`src/rtl/crc8_frame_tx.sv`:
```
// Transmit framer in front of the bit-serial CRC-8 engine: SOF, payload, CRC trailer.
// The engine is cleared at every frame start and fed one byte at a time.
module crc8_frame_tx #(
    parameter int         MAX_LEN     = 16,
    parameter logic [7:0] SOF         = 8'h7E,
    parameter int         CRC_TIMEOUT = 16
) (
    input  logic       clk,
    input  logic       reset,
    input  logic [7:0] s_data,
    input  logic       s_valid,
    input  logic       s_last,
    output logic       s_ready,
    output logic       crc_rst,
    output logic [7:0] crc_data,
    output logic       crc_valid,
    input  logic [7:0] crc_in,
    input  logic       crc_ready_in,
    output logic [7:0] m_data,
    output logic       m_valid,
    output logic       m_last,
    input  logic       m_ready,
    output logic       frame_err,
    output logic       frame_trunc
);

    // state | meaning
    // IDLE  | waiting for a payload byte to open a frame
    // CLR   | crc_rst pulse is out, engine being re-initialised
    // SOF   | start-of-frame byte offered downstream
    // LOAD  | accepting the next payload byte
    // SEND  | payload byte offered downstream while the engine digests it
    // TRL   | CRC trailer offered downstream
    typedef enum logic [2:0] {
        ST_IDLE,
        ST_CLR,
        ST_SOF,
        ST_LOAD,
        ST_SEND,
        ST_TRL
    } state_t;

    localparam int CW = $clog2(MAX_LEN + 1);
    localparam int TW = $clog2(CRC_TIMEOUT + 1);

    state_t        state;
    logic [CW-1:0] count;
    logic [CW-1:0] count_inc;
    logic          last;
    logic          sent;
    logic          done;
    logic [7:0]    crc_q;
    logic [TW-1:0] timer;
    logic          sent_nx;
    logic          done_nx;
    logic [7:0]    crc_nx;
    logic          at_max;

    assign count_inc = count + CW'(1);
    assign at_max    = (count_inc == CW'(MAX_LEN));
    // crc_ready_in is a single-cycle pulse, so it is folded in the same cycle it arrives
    assign sent_nx   = sent | m_ready;
    assign done_nx   = done | crc_ready_in;
    assign crc_nx    = crc_ready_in ? crc_in : crc_q;

    always_ff @(posedge clk or posedge reset) begin
        if (reset) begin
            state       <= ST_IDLE;
            s_ready     <= 1'b0;
            crc_rst     <= 1'b0;
            crc_data    <= 8'h00;
            crc_valid   <= 1'b0;
            m_data      <= 8'h00;
            m_valid     <= 1'b0;
            m_last      <= 1'b0;
            frame_err   <= 1'b0;
            frame_trunc <= 1'b0;
            count       <= '0;
            last        <= 1'b0;
            sent        <= 1'b0;
            done        <= 1'b0;
            crc_q       <= 8'h00;
            timer       <= '0;
        end else begin
            crc_rst     <= 1'b0;
            crc_valid   <= 1'b0;
            frame_err   <= 1'b0;
            frame_trunc <= 1'b0;
            case (state)
                ST_IDLE: begin
                    if (s_valid) begin
                        crc_rst <= 1'b1;
                        state   <= ST_CLR;
                    end
                end
                ST_CLR: begin
                    count   <= '0;
                    m_data  <= SOF;
                    m_valid <= 1'b1;
                    m_last  <= 1'b0;
                    state   <= ST_SOF;
                end
                ST_SOF: begin
                    if (m_ready) begin
                        m_valid <= 1'b0;
                        s_ready <= 1'b1;
                        state   <= ST_LOAD;
                    end
                end
                ST_LOAD: begin
                    if (s_valid) begin
                        s_ready     <= 1'b0;
                        crc_data    <= s_data;
                        m_data      <= s_data;
                        m_valid     <= 1'b1;
                        crc_valid   <= 1'b1;
                        count       <= count_inc;
                        last        <= s_last | at_max;
                        frame_trunc <= at_max & ~s_last;
                        sent        <= 1'b0;
                        done        <= 1'b0;
                        timer       <= TW'(CRC_TIMEOUT - 1);
                        state       <= ST_SEND;
                    end
                end
                ST_SEND: begin
                    if (m_ready) begin
                        sent    <= 1'b1;
                        m_valid <= 1'b0;
                    end
                    if (crc_ready_in) begin
                        done  <= 1'b1;
                        crc_q <= crc_in;
                    end
                    if (sent_nx && done_nx) begin
                        sent <= 1'b0;
                        done <= 1'b0;
                        if (last) begin
                            m_data  <= crc_nx;
                            m_valid <= 1'b1;
                            m_last  <= 1'b1;
                            state   <= ST_TRL;
                        end else begin
                            s_ready <= 1'b1;
                            state   <= ST_LOAD;
                        end
                    end else if (!done_nx) begin
                        // timer was loaded when crc_valid fired; zero here means CRC_TIMEOUT cycles passed
                        if (timer == '0) begin
                            frame_err <= 1'b1;
                            m_valid   <= 1'b0;
                            sent      <= 1'b0;
                            state     <= ST_IDLE;
                        end else begin
                            timer <= timer - TW'(1);
                        end
                    end
                end
                ST_TRL: begin
                    if (m_ready) begin
                        m_valid <= 1'b0;
                        m_last  <= 1'b0;
                        state   <= ST_IDLE;
                    end
                end
                default: state <= ST_IDLE;
            endcase
        end
    end

endmodule

```
`config.mk`:
```
export PLATFORM = sky130hd
export DESIGN_NAME = crc8_frame_tx
export DESIGN_NICKNAME = d
export VERILOG_FILES = /design/src/rtl/crc8_frame_tx.sv
export SDC_FILE = /design/constraint.sdc
export NUM_CORES = 1
export LEC_CHECK = 0
export BUFFER_PORTS_ARGS = -buffer_cell sky130_fd_sc_hd__buf_2
export CORE_MARGIN = 3
export CORE_UTILIZATION = 55
export DETAILED_ROUTE_END_ITERATION = 12
export PLACE_DENSITY = 0.8
export RECOVER_POWER = 100
export SKIP_LAST_GASP = 1
export SLEW_MARGIN = 20
export SYNTH_ARGS = -nofsm -noshare
export SYNTH_HDL_FRONTEND = slang
export SYNTH_SLANG_ARGS = --single-unit
```
`constraint.sdc`:
```
create_clock -name clk -period 2.72 [get_ports clk]
set_input_delay 0.272 -clock clk [delete_from_list [all_inputs] [get_ports clk]]
set_output_delay 0.272 -clock clk [all_outputs]
set_load 0.01 [all_outputs]
```
==> results.md, run 1 <==
* Status: finished with violations
* Violated checks: max-capacitance violations, max-slew violations
* Final Core Density at 67.08%
* Main combinational cell family by area after synthesis: compound AO/OA/AOI/OAI gates
* Seq/Total Area, Yosys at 51.03%
* Setup Buffers After CTS at 0
* Pins Over Slew Limit at 48
* WL/cell at between 15 and 20 microns
* Commonest cells after routing, fill and taps aside: 47 x dfrtp_1, 32 x nand2_1, 25 x clkbuf_1, 21 x buf_2, 17 x o21ai_0
* Synthesized netlist cell count at 217
* Synth Area in Compound Gates at 15.42%
* Setup Skew at approximately 6.1 ps
* Share of layout cells above drive strength 1 at a little under a fifth
* Unrepaired setup endpoints after global routing: false
* Largest net degree at the start of global routing at 48
* Met3 routed WL at ~240 microns
* Initial Utilization at 59.81%
* Leak at 1.182 nW
* Final hold vios at 0
* # rows at 22
* Inserted Clock Buffers at 5
* Crit share post-route at 84.61%
* Least-Margin Pin Slew at ~1700 ps
* Asr flop ratio synth at 100.0%
* Number of enable flip-flop cells after synthesis at 0
* TNS Setup at 0 ps
* VDD IR max at just under 0.6 mV
* Startpoint types: flop
* Drt drc at 0
* Clk pin slew, worst setup/hold paths at about 90 ps
* DIE WIDTH at roughly 70 microns
* Core area at ~0.0039 sq mm
* Synth Area in Simple Gates at about 14%
* Cell area after synthesis at 0.002305 sq mm
* Synth warn at 0
* Synth Area in Adders at 1.629%
* First-pass DRT Iterations at 4
* Grt total ovfl at 0
* All-Layer GR Usage at between 20% and 30%
* Synthesis-stage register bit count at 47
* CP Class: flop to flop
* I/O Buffers at 44
* Area grow syn2layout at 12.16%
* Achievable frequency at 434.5 MHz
* Setup crit end kind: flop
* Net Count, Synth at roughly 240
* Wirelength, routed at 4.940 mm
* Xor-xnor portion of the synthesized cell area at 0.3800%
* H-Tree Depth at 2
* Hold_buf cts at 0
* Worst EP arrival at 2490 ps
* Commonest non-fill, non-tap cell in the layout: dfrtp_1
* Hold WC Path Type: input pin to flop
* Rel. slew slack at -14.92%
* Final setup vio count at 0
* Drt via density at 5.610
* Pwr Density at between 900 and 1000 mW/mm^2
* Fill cell count at approximately 340
* Met2 routed WL at about 2.3 mm
* Max Cap Violations at 1
* Full die area at 0.005003 sq mm
* I/O pins at 45
* M1 wire length at approximately 2.3 mm
* Avg Inst Size Synth at 10.62 sq um
* Vias in the first global route at 1635
* Ys flop type: dfrtp_1
* CTS tree: done
* Top Metal Used: met4
* First-pass GRT wire length at 7.914 mm
* Initial antenna violation count at 0
* # diodes at 0
* # placed instances at 300
* Mux cell area share after synthesis at about an eighth
* CTS root buf: clkbuf_8
* Final Power at 2.540 mW
* Die height at between 70 and 80 microns
* CTS sink count at between 40 and 50
* Antenna-violating nets left at 0
* Layout Cells excl Fill at 308
* Final nets at between 200 and 300
* Minimum clock period at 2301 ps
* Crit Path Max Fanout at 19
* DR iter-0 viols at 174
* Post_cts resized at 0
* Critical Path RT at 2910 ps
* HPWL Detailed at roughly 3.5 mm
* Synth unique cells at 44
* Max Buffers Root-to-Sink at 2
* Worst-Skew Late Latency at roughly 300 ps
* Detailed-route via count at between 1500 and 2000
* RePlAce Congestion at about 0.84
==> cell type report <==
cell class                      count  area (sq um)  area share (%)
Clock buffer                        5         68.82           2.662
Clock inverter                      3         46.29           1.791
Inverter                            9         33.78           1.307
Multi-Input combinational cell    150          1001           38.72
Sequential cell                    47          1176           45.50
Tap cell                           48         60.06           2.323
Timing Repair Buffer               46         198.9           7.696
==> metal layers <==
metal | up-vias | GRT usage [%]
met2 | 43 | 31.00
met3 | 7 | 3.693
met4 | 0 | 7.098
met5 | - | 0
li1 | 849 | -
met1 | 829 | 28.70
==> worst max-delay path, cell delays in order (launching register included) <==
cell and delay (ps):
dfrtp_1 580, nor3b_1 650, and2_0 550, mux2_2 410
==> worst paths after layout <==
| kind | startpoint | endpoint | slack, ps | depth (start not counted) |
|---|---|---|---|---|
| min | s_last | frame_trunc | 130 | 2 |
| min reg2reg | crc_data[7] | crc_data[7] | 490 | 2 |
| max reg2reg | state[0] | crc_q[4] | 420 | 3 |
| min in group asynchronous | reset | crc_data[1] | 500 | 2 |
| max in group asynchronous | reset | crc_q[1] | 1230 | 2 |
| max | state[0] | crc_q[4] | 420 | 3 |
==> Yosys cell counts (2+ instances only) <==
master	n	area share [%]
nor2_1	6	0.98
nand2_1	32	5.2
a2bb2oi_1	7	2.7
nor3b_1	2	0.65
nand2b_1	3	0.81
nor2b_1	5	1.4
a21o_1	2	0.65
o22ai_1	3	0.81
mux2i_1	10	4.3
nor4b_1	2	0.76
buf_6	5	2.4
mux2_2	16	7.8
inv_1	9	1.5
a21oi_1	12	2.6
nor3_1	4	0.87
clkbuf_1	3	0.49
o21ai_0	16	3.5
and2_1	3	0.81
nand3_1	2	0.43
a22o_1	2	0.76
ha_1	3	1.6
buf_2	2	0.43
dfrtp_1	47	51
==> through the flow <==
step | hold slack (ps) | area (sq um) | worst slack [ps]
final | 126.9 | 2585 | 418.6
after global routing | 132.7 | 2585 | 275.6
after CTS | 129.1 | 2634 | 495.9
after detailed placement | 459.0 | 2519 | 571.2
after global placement | 455.1 | 2519 | 640.7
after floorplan | 342.9 | 2305 | 951.9
==> power by group <==
| part | switching [mW] | internal, mW | total (mW) |
|---|---|---|---|
| Clock | 0.246 | 0.277 | 0.523 |
| Sequential | 0.216 | 0.939 | 1.16 |
| Combinational | 0.475 | 0.386 | 0.862 |
==> registers in the layout (all words and copies together), names as in the netlist, 3 cells and up <==
name      flops
count         5
timer         5
crc_q         8
crc_data      8
state         3
m_data        8
==> kinds of logic (layout without fill, tap and decap cells) <==
group                      after synthesis  count (layout)
xor gates and xnor gates                 1               1
AOI/OAI and AO/OA                       54              54
and+or+nand+nor                         66              66
DFF                                     47              47
buffers and inverters                   20              63
adders and majority gates                3               3
muxes                                   26              26
(Power assumes the default switching activity.)
==> run 2: changes to the inputs <==
--- a/config.mk
+++ b/config.mk
@@ -5,11 +5,12 @@
 export SDC_FILE = /design/constraint.sdc
 export NUM_CORES = 1
 export LEC_CHECK = 0
+export ABC_AREA = 1
 export BUFFER_PORTS_ARGS = -buffer_cell sky130_fd_sc_hd__buf_2
 export CORE_MARGIN = 3
-export CORE_UTILIZATION = 55
+export CORE_UTILIZATION = 50
 export DETAILED_ROUTE_END_ITERATION = 12
-export PLACE_DENSITY = 0.8
+export PLACE_DENSITY = 0.76
 export RECOVER_POWER = 100
 export SKIP_LAST_GASP = 1
 export SLEW_MARGIN = 20
==> constraint.sdc (replaced) <==
create_clock -name clk -period 2.1 [get_ports clk]
set_input_delay 0.21 -clock clk [delete_from_list [all_inputs] [get_ports clk]]
set_output_delay 0.21 -clock clk [all_outputs]
set_load 0.01 [all_outputs]
==> results.md, run 2 <==
* Status: complete, no violations
* Antenna-violating nets left at 0 (unchanged)
* HPWL Detailed at 3.747 mm (+7.4%)
* WL/cell at 12.58 microns (-22%)
* Switch Pwr at 1.486 mW (+58%)
* Final hold vios at 0 (unchanged)
* Post-synth top cells: 111 x nand2_1, 47 x dfrtp_1, 29 x inv_1, 29 x o21ai_0, 21 x nand3_1
* Core area at 0.004504 sq mm (+17%)
* Drt drc at 0 (unchanged)
* Top-count cell post-synth: nand2_1
* CTS root buf: clkbuf_8
* Final setup vio count at 0 (unchanged)
* First-pass GRT wire length at 8.707 mm (+10%)
* Pwr Density at 1296 mW/mm^2 (+32%)
* Setup Buffers After CTS at 0 (unchanged)
* Pre-CTS setup slack at 441.1 ps (-130.1 ps)
* DR iter-0 viols at 160 (-8.0%)
* Startpoint types: flop
* Leak at 1.425 nW (+21%)
* Initial Utilization at 53.78% (-6.0 points)
* I/O pins at 45 (unchanged)
* Minimum clock period at 1863 ps (-438.5 ps)
* Top Registers: crc_data (8), crc_q (8), m_data (8)
* TNS Setup at 0 ps (unchanged)
* Asr flop ratio synth at 100.0% (unchanged)
* Final Instance Area at 0.002694 sq mm (+4.2%)
* Layout Cells excl Fill at 405 (+31%)
* Unrepaired setup endpoints after global routing: false
* Setup crit end kind: flop
* Register-to-Register Path Depth at 8 (+5)
* Final Core Density at 59.81% (-7.3 points)
* RePlAce Congestion at 0.9391 (+12%)
* Crit Path Max Fanout at 20 (+1)
* Fill cell count at 430 (+25%)
* All-Layer GR Usage at 20.27% (+0.13 points)
* Setup WS post-layout at 237.1 ps (-181.5 ps)
* # placed instances at 397 (+32%)
* Int Pwr at 2.004 mW (+25%)
* Initial antenna violation count at 0 (unchanged)
* Worst-Skew Late Latency at 300 ps (about the same)
* Ys flop type: dfrtp_1
* Full die area at 0.005716 sq mm (+14%)
* CP Class: flop to flop
* Clk pin slew, worst setup/hold paths at 80 ps (about the same)
* Achievable frequency at 536.8 MHz (+24%)
* Sw frac at 42.58% (+5.7 points)
* Inserted Clock Buffers at 5 (unchanged)
* Clock Power Share at 16.1% (-4.5 points)
* Least-Margin Pin Slew at 886.2 ps (-835.8 ps)
* Synthesized netlist cell count at 309 (+42%)
* Synth unique cells at 31 (-30%)
* Seq/Total Area, Yosys at 48.55% (-2.5 points)
* Vias in the first global route at 1929 (+18%)
* Logic pwr share at 41.2% (+7.3 points)
* Worst EP arrival at 2060 ps (-430 ps)
* Commonest non-fill, non-tap cell in the layout: nand2_1
* VDD IR max at 0.5986 mV (+0.33%)
* Largest net degree at the start of global routing at 27 (-44%)
* Placed instance area at 0.002658 sq mm (+5.5%)
* I/O Buffers at 44 (unchanged)
* Grt total ovfl at 0 (unchanged)
* Wirelength, routed at 5.096 mm (+3.2%)
* Critical Path Sink: m_data[6]
* Most area-hungry cell type in the Yosys netlist: dfrtp_1
* Reg2reg setup slack at 240 ps (-180 ps)
* Rel. slew slack at 40.86% (+56 points)
* Synth warn at 0 (unchanged)
* FF-to-FF End: m_data[6]
* RR Startpoint: state[2]
* Leading post-synthesis cells by cell area: dfrtp_1 49%, nand2_1 17%, o21ai_0 6.0%
* Setup Skew at 5.435 ps (-0.6952 ps)
* Drt via density at 5.121 (-8.7%)
* H-Tree Depth at 2 (unchanged)
* Critical Path RT at 2300 ps (-610 ps)
* First-pass DRT Iterations at 4 (unchanged)
* Sequential Power Share at 42.7% (-2.8 points)
* Synthesis-stage register bit count at 47 (unchanged)
* Detailed-route via count at 2074 (+20%)
* Cell area after synthesis at 0.002422 sq mm (+5.1%)
* Top cell type's share of synthesized area at 48.55% (-2.5 points)
* Area grow syn2layout at 11.21%
* DIE WIDTH at 75.61 microns (+6.9%)
* Share of layout cells above drive strength 1 at 11.61% (-7.2 points)
* # diodes at 0 (unchanged)
* Net Count, Synth at 334 (+38%)
* Max Buffers Root-to-Sink at 2 (unchanged)
* CTS sink count at 47 (unchanged)
* Crit. Startpoint: state[2]
* Max Cap Violations at 0 (-1)
* CTS tree: done
* Die height at 75.61 microns (+6.9%)
* Hold WC Path Type: input pin to flop
* Commonest cells after routing, fill and taps aside: 115 x nand2_1, 47 x dfrtp_1, 30 x inv_1, 30 x o21ai_0, 23 x clkbuf_1
* # rows at 24 (+9.1%)
* Final nets at 378 (+33%)
* Crit share post-route at 88.71% (+4.1 points)
* Number of enable flip-flop cells after synthesis at 0 (unchanged)
* Avg Inst Size Synth at 7.839 sq um (-26%)
* Pins Over Slew Limit at 0 (-100%)
[run 2: worst max-delay path, cell delays in order (launching register included)]
cell and delay, ps:
dfrtp_1 630, nand2_1 150, nor2_2 90, clkbuf_2 360
o21ai_4 120, nand2_4 120, inv_1 130, nand2_1 90
nand2_1 50
[run 2: layer usage]
| metal | global-route usage (%) | up-vias | part of all wire, % |
|---|---|---|---|
| li1 | - | 1064 | - |
| met2 | 32.79 | 63 | 46 |
| met4 | 9.515 | 0 | 3.0 |
| met5 | 0 | - | 0 |
| met3 | 4.222 | 14 | 5.3 |
| met1 | 26.06 | 933 | 45 |
[run 2: cell families (layout without fill, tap and decap cells)]
family                     after synthesis  count (layout)  synth area share (%)
AOI/OAI and AO/OA                       43              43                 9.660
xor gates and xnor gates                 3               3                 1.085
adders and majority gates                3               3                 1.550
buffers and inverters                   44              88                 8.574
DFF                                     47              47                 48.55
muxes                                    1               1                0.4132
and+or+nand+nor                        168             168                 30.17
[run 2: worst min path at each step]
stage | start | end | slack (ps) | cells past startpoint
after floorplan | s_last | frame_trunc | 280 | 1
after global placement | reset | crc_data[1] | 260 | 2
after detailed placement | reset | crc_data[1] | 270 | 2
after CTS | s_last | frame_trunc | 70 | 2
after global routing | s_last | frame_trunc | 90 | 2
final | s_last | frame_trunc | 80 | 2
[run 2: what timing repair did]
| item | in CTS | in global routing |
|---|---|---|
| gates resized for setup | 0 | 0 |
| endpoints found under the hold margin | 21 | 0 |
| hold buffers | 1 | 0 |
[run 2: layout make-up]
class	count	area, sq um	area share, %
inverters	34	127.6	4.738
clock buffers	6	82.58	3.065
well taps	52	65.06	2.415
repair buffers	47	226.5	8.407
clock inverters	1	5.005	0.1858
flip-flops and latches	47	1176	43.66
multi-input cells	218	1011	37.53
[run 2: power groups by stage]
stage                     Combinational (mW)  Clock (mW)  Sequential (mW)
after floorplan                         1.11           0             1.52
after global placement                  1.50           0             1.50
after detailed placement                1.54           0             1.50
after CTS                               1.55       0.576             1.49
after global routing                    1.67       0.614             1.54
final                                   1.44       0.562             1.49
[run 2: per-stage QoR]
step / hold WS, ps / power [mW]
final: 75.53 / 3.490
after floorplan: 283.0 / 2.630
after global placement: 257.4 / 3.001
after global routing: 85.15 / 3.822
after detailed placement: 268.1 / 3.041
after CTS: 69.09 / 3.610
